`src/rtl/sb_hazard_unit_if.sv`:
```
// Pipeline <-> hazard unit bundle: ID-stage instruction fields, EX redirect,
// MC completion and WB retirement in one direction, and the stage controls back.
interface sb_hazard_unit_if #(
  parameter int AW = 5
);
  // ID stage instruction description
  logic          id_valid;
  logic [AW-1:0] id_rs1;
  logic [AW-1:0] id_rs2;
  logic          id_rs1_used;
  logic          id_rs2_used;
  logic [AW-1:0] id_rd;
  logic          id_sb;
  logic          id_mc;
  logic          id_jal;
  // Later-stage events
  logic          ex_redirect;
  logic          mc_done;
  logic          wb_valid;
  logic [AW-1:0] wb_rd;
  logic          wb_sb;
  // Pipeline controls produced by the hazard unit
  logic          stall_if;
  logic          flush_if;
  logic          flush_id;
  logic          flush_ex;
  logic          id_issue;
  logic          mc_busy;

  modport master (
    output id_valid, id_rs1, id_rs2, id_rs1_used, id_rs2_used, id_rd,
           id_sb, id_mc, id_jal, ex_redirect, mc_done, wb_valid, wb_rd, wb_sb,
    input  stall_if, flush_if, flush_id, flush_ex, id_issue, mc_busy
  );

  modport slave (
    input  id_valid, id_rs1, id_rs2, id_rs1_used, id_rs2_used, id_rd,
           id_sb, id_mc, id_jal, ex_redirect, mc_done, wb_valid, wb_rd, wb_sb,
    output stall_if, flush_if, flush_id, flush_ex, id_issue, mc_busy
  );
endinterface

```
`src/rtl/sb_hazard_unit.sv`:
```
// Scoreboard hazard unit: per-register pending-write counters for results that
// cannot be forwarded at the next issue (loads, MUL/DIV), a single-MC-unit busy
// flag, IF/ID/EX stall and flush generation, a stall counter and an error flag.
module sb_hazard_unit #(
  parameter int NREG = 32,
  parameter int AW   = 5,
  parameter int CNTW = 2,
  parameter int PCW  = 32
) (
  input  logic             clk,
  input  logic             rstn,
  sb_hazard_unit_if.slave  hz,
  input  logic             perf_clr,
  output logic [NREG-1:0]  pend_vec,
  output logic [PCW-1:0]   stall_cycles,
  output logic             sb_err
);

  localparam logic [CNTW-1:0] CNT_MAX = '1;
  localparam logic [PCW-1:0]  PC_MAX  = '1;

  logic [CNTW-1:0] cnt_q [NREG];
  logic            mc_busy_q;

  logic raw, strc, sat, stall, issue;
  logic inc_en, dec_en, dec_err;

  // x0 and out-of-range addresses always read as "nothing pending".
  function automatic logic [CNTW-1:0] cnt_of(input logic [AW-1:0] a);
    if (a == '0 || int'(a) >= NREG) return '0;
    return cnt_q[a];
  endfunction

  // Hazard detection and pipeline controls, from registered state only.
  // NOTE: every always_comb output gets a default first so no path infers a latch.
  always_comb begin
    raw     = 1'b0;
    strc    = 1'b0;
    sat     = 1'b0;
    stall   = 1'b0;
    issue   = 1'b0;
    inc_en  = 1'b0;
    dec_en  = 1'b0;
    dec_err = 1'b0;
    if (hz.id_valid) begin
      raw  = (hz.id_rs1_used && cnt_of(hz.id_rs1) != '0) ||
             (hz.id_rs2_used && cnt_of(hz.id_rs2) != '0);
      strc = hz.id_mc && mc_busy_q;
      sat  = hz.id_sb && (hz.id_rd != '0) && (cnt_of(hz.id_rd) == CNT_MAX);
    end
    // A redirect kills the ID instruction, so it also cancels any stall on it.
    stall   = (raw || strc || sat) && !hz.ex_redirect;
    issue   = hz.id_valid && !stall && !hz.ex_redirect;
    inc_en  = issue && hz.id_sb && (hz.id_rd != '0);
    dec_en  = hz.wb_valid && hz.wb_sb && (hz.wb_rd != '0);
    dec_err = dec_en && (cnt_of(hz.wb_rd) == '0);
  end

  assign hz.stall_if = stall;
  assign hz.flush_ex = stall;
  assign hz.id_issue = issue;
  assign hz.flush_id = hz.ex_redirect;
  // A stalled JAL only kills the wrong-path fetch once it actually issues.
  assign hz.flush_if = hz.ex_redirect || (issue && hz.id_jal);
  assign hz.mc_busy  = mc_busy_q;

  // Pending-write counters: +1 on tracked issue, -1 on tracked WB, net zero on both.
  // NOTE: the counters are flops, not RAM, so they take the async reset; a stale
  // count surviving reset would stall its register forever.
  always_ff @(posedge clk or negedge rstn) begin
    if (!rstn) begin
      for (int r = 0; r < NREG; r++) cnt_q[r] <= '0;
    end else begin
      for (int r = 1; r < NREG; r++) begin
        // NOTE: sequential state uses non-blocking assignment so every counter
        // sees the same pre-edge values regardless of statement order.
        if (inc_en && hz.id_rd == AW'(r) && !(dec_en && hz.wb_rd == AW'(r)))
          cnt_q[r] <= cnt_q[r] + CNTW'(1);
        else if (dec_en && hz.wb_rd == AW'(r) && !(inc_en && hz.id_rd == AW'(r)) &&
                 cnt_q[r] != '0)
          cnt_q[r] <= cnt_q[r] - CNTW'(1);
      end
    end
  end

  // MC unit occupancy and sticky protocol error flag.
  always_ff @(posedge clk or negedge rstn) begin
    if (!rstn) begin
      mc_busy_q <= 1'b0;
      sb_err    <= 1'b0;
    end else begin
      if (issue && hz.id_mc)
        mc_busy_q <= 1'b1;
      else if (hz.mc_done)
        mc_busy_q <= 1'b0;
      if (dec_err || (hz.mc_done && !mc_busy_q))
        sb_err <= 1'b1;
    end
  end

  // Saturating stall-cycle counter with synchronous clear taking priority.
  always_ff @(posedge clk or negedge rstn) begin
    if (!rstn)
      stall_cycles <= '0;
    else if (perf_clr)
      stall_cycles <= '0;
    else if (stall && stall_cycles != PC_MAX)
      stall_cycles <= stall_cycles + PCW'(1);
  end

  // Per-register pending view; x0 is never tracked.
  always_comb begin
    pend_vec = '0;
    for (int r = 1; r < NREG; r++) pend_vec[r] = (cnt_q[r] != '0);
  end

endmodule

```
`src/flat_wrapper.sv`:
```
// flat-port wrapper written by rule: the top's interface ports become plain ports
module sb_hazard_unit_flat 
#(
  parameter int NREG = 32,
  parameter int AW   = 5,
  parameter int CNTW = 2,
  parameter int PCW  = 32
)
  (clk, rstn, perf_clr, pend_vec, stall_cycles, sb_err, hz_id_valid, hz_id_rs1, hz_id_rs2, hz_id_rs1_used, hz_id_rs2_used, hz_id_rd, hz_id_sb, hz_id_mc, hz_id_jal, hz_ex_redirect, hz_mc_done, hz_wb_valid, hz_wb_rd, hz_wb_sb, hz_stall_if, hz_flush_if, hz_flush_id, hz_flush_ex, hz_id_issue, hz_mc_busy);
  sb_hazard_unit_if #(.AW(AW)) hz_i ();
  input  logic clk;
  input  logic rstn;
  input  logic perf_clr;
  output logic [NREG-1:0] pend_vec;
  output logic [PCW-1:0] stall_cycles;
  output logic sb_err;
  input wire logic [$bits(hz_i.id_valid)-1:0] hz_id_valid;
  input wire logic [$bits(hz_i.id_rs1)-1:0] hz_id_rs1;
  input wire logic [$bits(hz_i.id_rs2)-1:0] hz_id_rs2;
  input wire logic [$bits(hz_i.id_rs1_used)-1:0] hz_id_rs1_used;
  input wire logic [$bits(hz_i.id_rs2_used)-1:0] hz_id_rs2_used;
  input wire logic [$bits(hz_i.id_rd)-1:0] hz_id_rd;
  input wire logic [$bits(hz_i.id_sb)-1:0] hz_id_sb;
  input wire logic [$bits(hz_i.id_mc)-1:0] hz_id_mc;
  input wire logic [$bits(hz_i.id_jal)-1:0] hz_id_jal;
  input wire logic [$bits(hz_i.ex_redirect)-1:0] hz_ex_redirect;
  input wire logic [$bits(hz_i.mc_done)-1:0] hz_mc_done;
  input wire logic [$bits(hz_i.wb_valid)-1:0] hz_wb_valid;
  input wire logic [$bits(hz_i.wb_rd)-1:0] hz_wb_rd;
  input wire logic [$bits(hz_i.wb_sb)-1:0] hz_wb_sb;
  output wire logic [$bits(hz_i.stall_if)-1:0] hz_stall_if;
  output wire logic [$bits(hz_i.flush_if)-1:0] hz_flush_if;
  output wire logic [$bits(hz_i.flush_id)-1:0] hz_flush_id;
  output wire logic [$bits(hz_i.flush_ex)-1:0] hz_flush_ex;
  output wire logic [$bits(hz_i.id_issue)-1:0] hz_id_issue;
  output wire logic [$bits(hz_i.mc_busy)-1:0] hz_mc_busy;
  assign hz_i.id_valid = hz_id_valid;
  assign hz_i.id_rs1 = hz_id_rs1;
  assign hz_i.id_rs2 = hz_id_rs2;
  assign hz_i.id_rs1_used = hz_id_rs1_used;
  assign hz_i.id_rs2_used = hz_id_rs2_used;
  assign hz_i.id_rd = hz_id_rd;
  assign hz_i.id_sb = hz_id_sb;
  assign hz_i.id_mc = hz_id_mc;
  assign hz_i.id_jal = hz_id_jal;
  assign hz_i.ex_redirect = hz_ex_redirect;
  assign hz_i.mc_done = hz_mc_done;
  assign hz_i.wb_valid = hz_wb_valid;
  assign hz_i.wb_rd = hz_wb_rd;
  assign hz_i.wb_sb = hz_wb_sb;
  assign hz_stall_if = hz_i.stall_if;
  assign hz_flush_if = hz_i.flush_if;
  assign hz_flush_id = hz_i.flush_id;
  assign hz_flush_ex = hz_i.flush_ex;
  assign hz_id_issue = hz_i.id_issue;
  assign hz_mc_busy = hz_i.mc_busy;
  sb_hazard_unit #(.NREG(NREG), .AW(AW), .CNTW(CNTW), .PCW(PCW)) u_core (.clk(clk), .rstn(rstn), .hz(hz_i), .perf_clr(perf_clr), .pend_vec(pend_vec), .stall_cycles(stall_cycles), .sb_err(sb_err));
endmodule
```
`config.mk`:
```
export PLATFORM = sky130hd
export DESIGN_NAME = sb_hazard_unit_flat
export DESIGN_NICKNAME = d
export VERILOG_FILES = /design/src/rtl/sb_hazard_unit_if.sv /design/src/rtl/sb_hazard_unit.sv /design/src/flat_wrapper.sv
export SDC_FILE = /design/constraint.sdc
export NUM_CORES = 1
export LEC_CHECK = 0
export CAP_MARGIN = 25
export CORE_ASPECT_RATIO = 0.9
export CORE_MARGIN = 10
export CORE_UTILIZATION = 55
export DETAILED_ROUTE_END_ITERATION = 8
export PLACE_DENSITY = 0.89
export SYNTH_ARGS = -nofsm -noshare
export SYNTH_HDL_FRONTEND = slang
export SYNTH_SLANG_ARGS = --single-unit
```
`constraint.sdc`:
```
create_clock -name clk -period 7.73 [get_ports clk]
set_clock_uncertainty 0.15 [all_clocks]
set_input_delay 1.546 -clock clk [delete_from_list [all_inputs] [get_ports clk]]
set_output_delay 1.546 -clock clk [all_outputs]
set_load 0.02 [all_outputs]
```
==> reports/metrics.yaml <==
outcome: "complete, no violations"
clock-sinks: 96
grt_pass1_wl_microns: 38300
p_leak_nw: 3.61
die_y_microns: 130
synthDistinctLibCells: 61
timing.critical_path.buf_inv: 3
crit_type: "in -> out"
tns_ns: 0
syn_nets: 986
max_slew_margin: 0.182
max_cap_violations: 0
dp_slack_ns: 0.905
htreeDepth: 3
synthAdderAreaFrac: 0.00170
die-area_sq_um: 18400
clockRootBuffer: "clkbuf_16"
yosysTopAreaCell: "dfrtp_1"
crit_arrival_ns: 5.33
antenna_found_initial: 1
setup_viol: 0
syn_inst: 952
portBuffers: 102
max_freq_mhz: 142
fin_nets: 1062
grt_setup_unrepaired: "false"
yosysSeqAreaShare: 0.326
drive_above_1_share: 0.0639
grt_pass1_vias: 7182
setup.worst_path.end_class: "primary output"
drtIter0Drc: 1237
grt-ovfl-total: 0
cts_tree: "yes"
cp_max_fo: 23
n_antenna_cell: 0
clockBufferDepth: 2
hold_viol_final: 0
yosysTopAreaCellShare: 0.326
wl_per_cell_microns: 20.3
viasPerCell: 6.67
path_clk_slew_ns: 0.07
syn-cell-area_sq_um: 7370
core-area_sq_um: 13200
synth_seq_cells: 96
synth_flop_cell: "dfrtp_1"
ir_worst_vdd_v: 0.000177
post-route-util: 0.665
hold_buffers: 0
ant_nets: 0
hold_class: "reg -> reg"
wl_microns: 24300
synth.most_common_cell: "nand2_1"
start_kind: "input pin"
async_flop_share: 1.00
numCtsBuffers: 9
dr_total_vias: 8005
yosys_warnings: 2
postCtsSetupBuffers: 0
initial_core_util: 0.558
cpMaxStageDelayCell: "clkdlybuf4s50_1"
worst_pin_slew_ns: 1.22
post_dp_cell_area_sq_um: 8470
synth_top_family_by_area: "simple AND/OR/NAND/NOR gates"
synth_area_leaders: "dfrtp_1 (33%), nand2_1 (8.2%), o21ai_0 (7.3%), mux4_2 (6.7%), nor2_1 (4.7%)"
grt_usage: 0.258
synth_xor_area_frac: 0.00832
synth-edff-count: 0
dieWidth_microns: 142
synth_common_cells: "nand2_1 (160), o21ai_0 (107), dfrtp_1 (96)"
pin_count: 104
cp_slowest_stage_delay_ns: 1.05
finalInstanceArea_sq_um: 8790
critical-path-top-delay-family: "buffers and inverters"
synth_compound_area_frac: 0.178
drc: 0
syn_to_final_growth_pct: 19.3
min_period_ns: 7.03
place.gp.congestion: 1.06
row_count: 40
clock_latency_ns: 0.37
slew_viol_final: 0
synth-simple-area-share: 0.349
powerDensity_nw_per_um2: 158
cp.required_ns: 6.03
finalPower_mw: 1.39
avgSynthCellArea_sq_um: 7.74
synthMuxAreaShare: 0.0859
grt_max_degree: 63
final.period_utilization: 0.909
dr.pass1.iters: 6
cp_cell_sequence: "clkdlybuf4s50_1, buf_4, o211ai_1, o211ai_1, nand3_1, nand4b_2, nor4_1, a21o_1, clkdlybuf4s50_1"
dpl.hpwl_microns: 17600
setup_ws_ns: 0.700
post_cts_resized: 0
[layer usage]
layer / share of wire / GRT usage / up-vias
met5: 0.00033 / 0 / -
met4: 0.050 / 0.128 / 2
met3: 0.13 / 0.0806 / 123
met2: 0.44 / 0.387 / 586
met1: 0.38 / 0.332 / 3694
li1: - / - / 3600
[per-stage QoR]
stage	hold WS, ns	cells
after floorplan	0.366	952
after global placement	0.323	1184
after detailed placement	0.328	1184
after CTS	0.345	1200
after global routing	0.396	1201
final	0.340	1201
[layout by cell type (no fill, tap or decap), types with 26 or more instances in the layout]
master	count
nand2_1	160
nor2_1	92
clkdlybuf4s50_1	101
o21ai_0	107
dfrtp_1	96
and2_1	26
a21oi_1	39
nand3_1	55
inv_1	41
nor4_1	32
[logic make-up (layout without fill, tap and decap cells)]
kind of cell    Yosys count  in the layout
buf+inv                  90            171
simple gates            509            509
compound gates          216            216
xor+xnor                  7              7
other cells               1              1
flops                    96             96
fa+ha+maj                 1              1
mux                      32             32
[sequential cells by signal (all words and copies together) (netlist names)]
name and count:
u_core.cnt_q 62, u_core.stall_cycles 32, u_core.hz.mc_busy 1, u_core.sb_err 1
[worst paths after layout]
path,endpoint,depth (start not counted),slack (ns),start
worst max-delay path,hz_flush_if,9,0.70,hz_id_rd[0]
worst min-delay path,u_core.sb_err,2,0.34,u_core.sb_err
worst max register to register,u_core.cnt_q[38],9,3.92,u_core.cnt_q[46]
worst min register to register,u_core.sb_err,2,0.34,u_core.sb_err
max in group asynchronous,u_core.cnt_q[18],2,5.28,rstn
min in group asynchronous,u_core.cnt_q[58],1,0.97,rstn
[worst reg2reg max path: stages, from the launching register on]
cell and delay, ns:
dfrtp_1 0.47, nor2_1 0.43, mux4_2 0.33, mux2i_1 0.08, a221oi_1 0.46, a311oi_4 0.07
buf_4 0.29, nor4_1 0.98, xnor2_1 0.13, a211o_1 0.32
[report_power, final]
part           switching, mW  total (mW)  internal [mW]
combinational          0.196       0.330          0.134
sequential            0.0421       0.568          0.526
clock                  0.232       0.494          0.262
total                  0.470        1.39          0.922
[cell type report]
class	count	area (sq um)
multi-input cells	766	4600
flip-flops and latches	96	2400
clock inverters	7	92.6
inverters	42	158
fillers	1105	4420
repair buffers	113	1100
clock buffers	9	225
well taps	168	210
No activity file was read; power rests on OpenSTA's default activity.
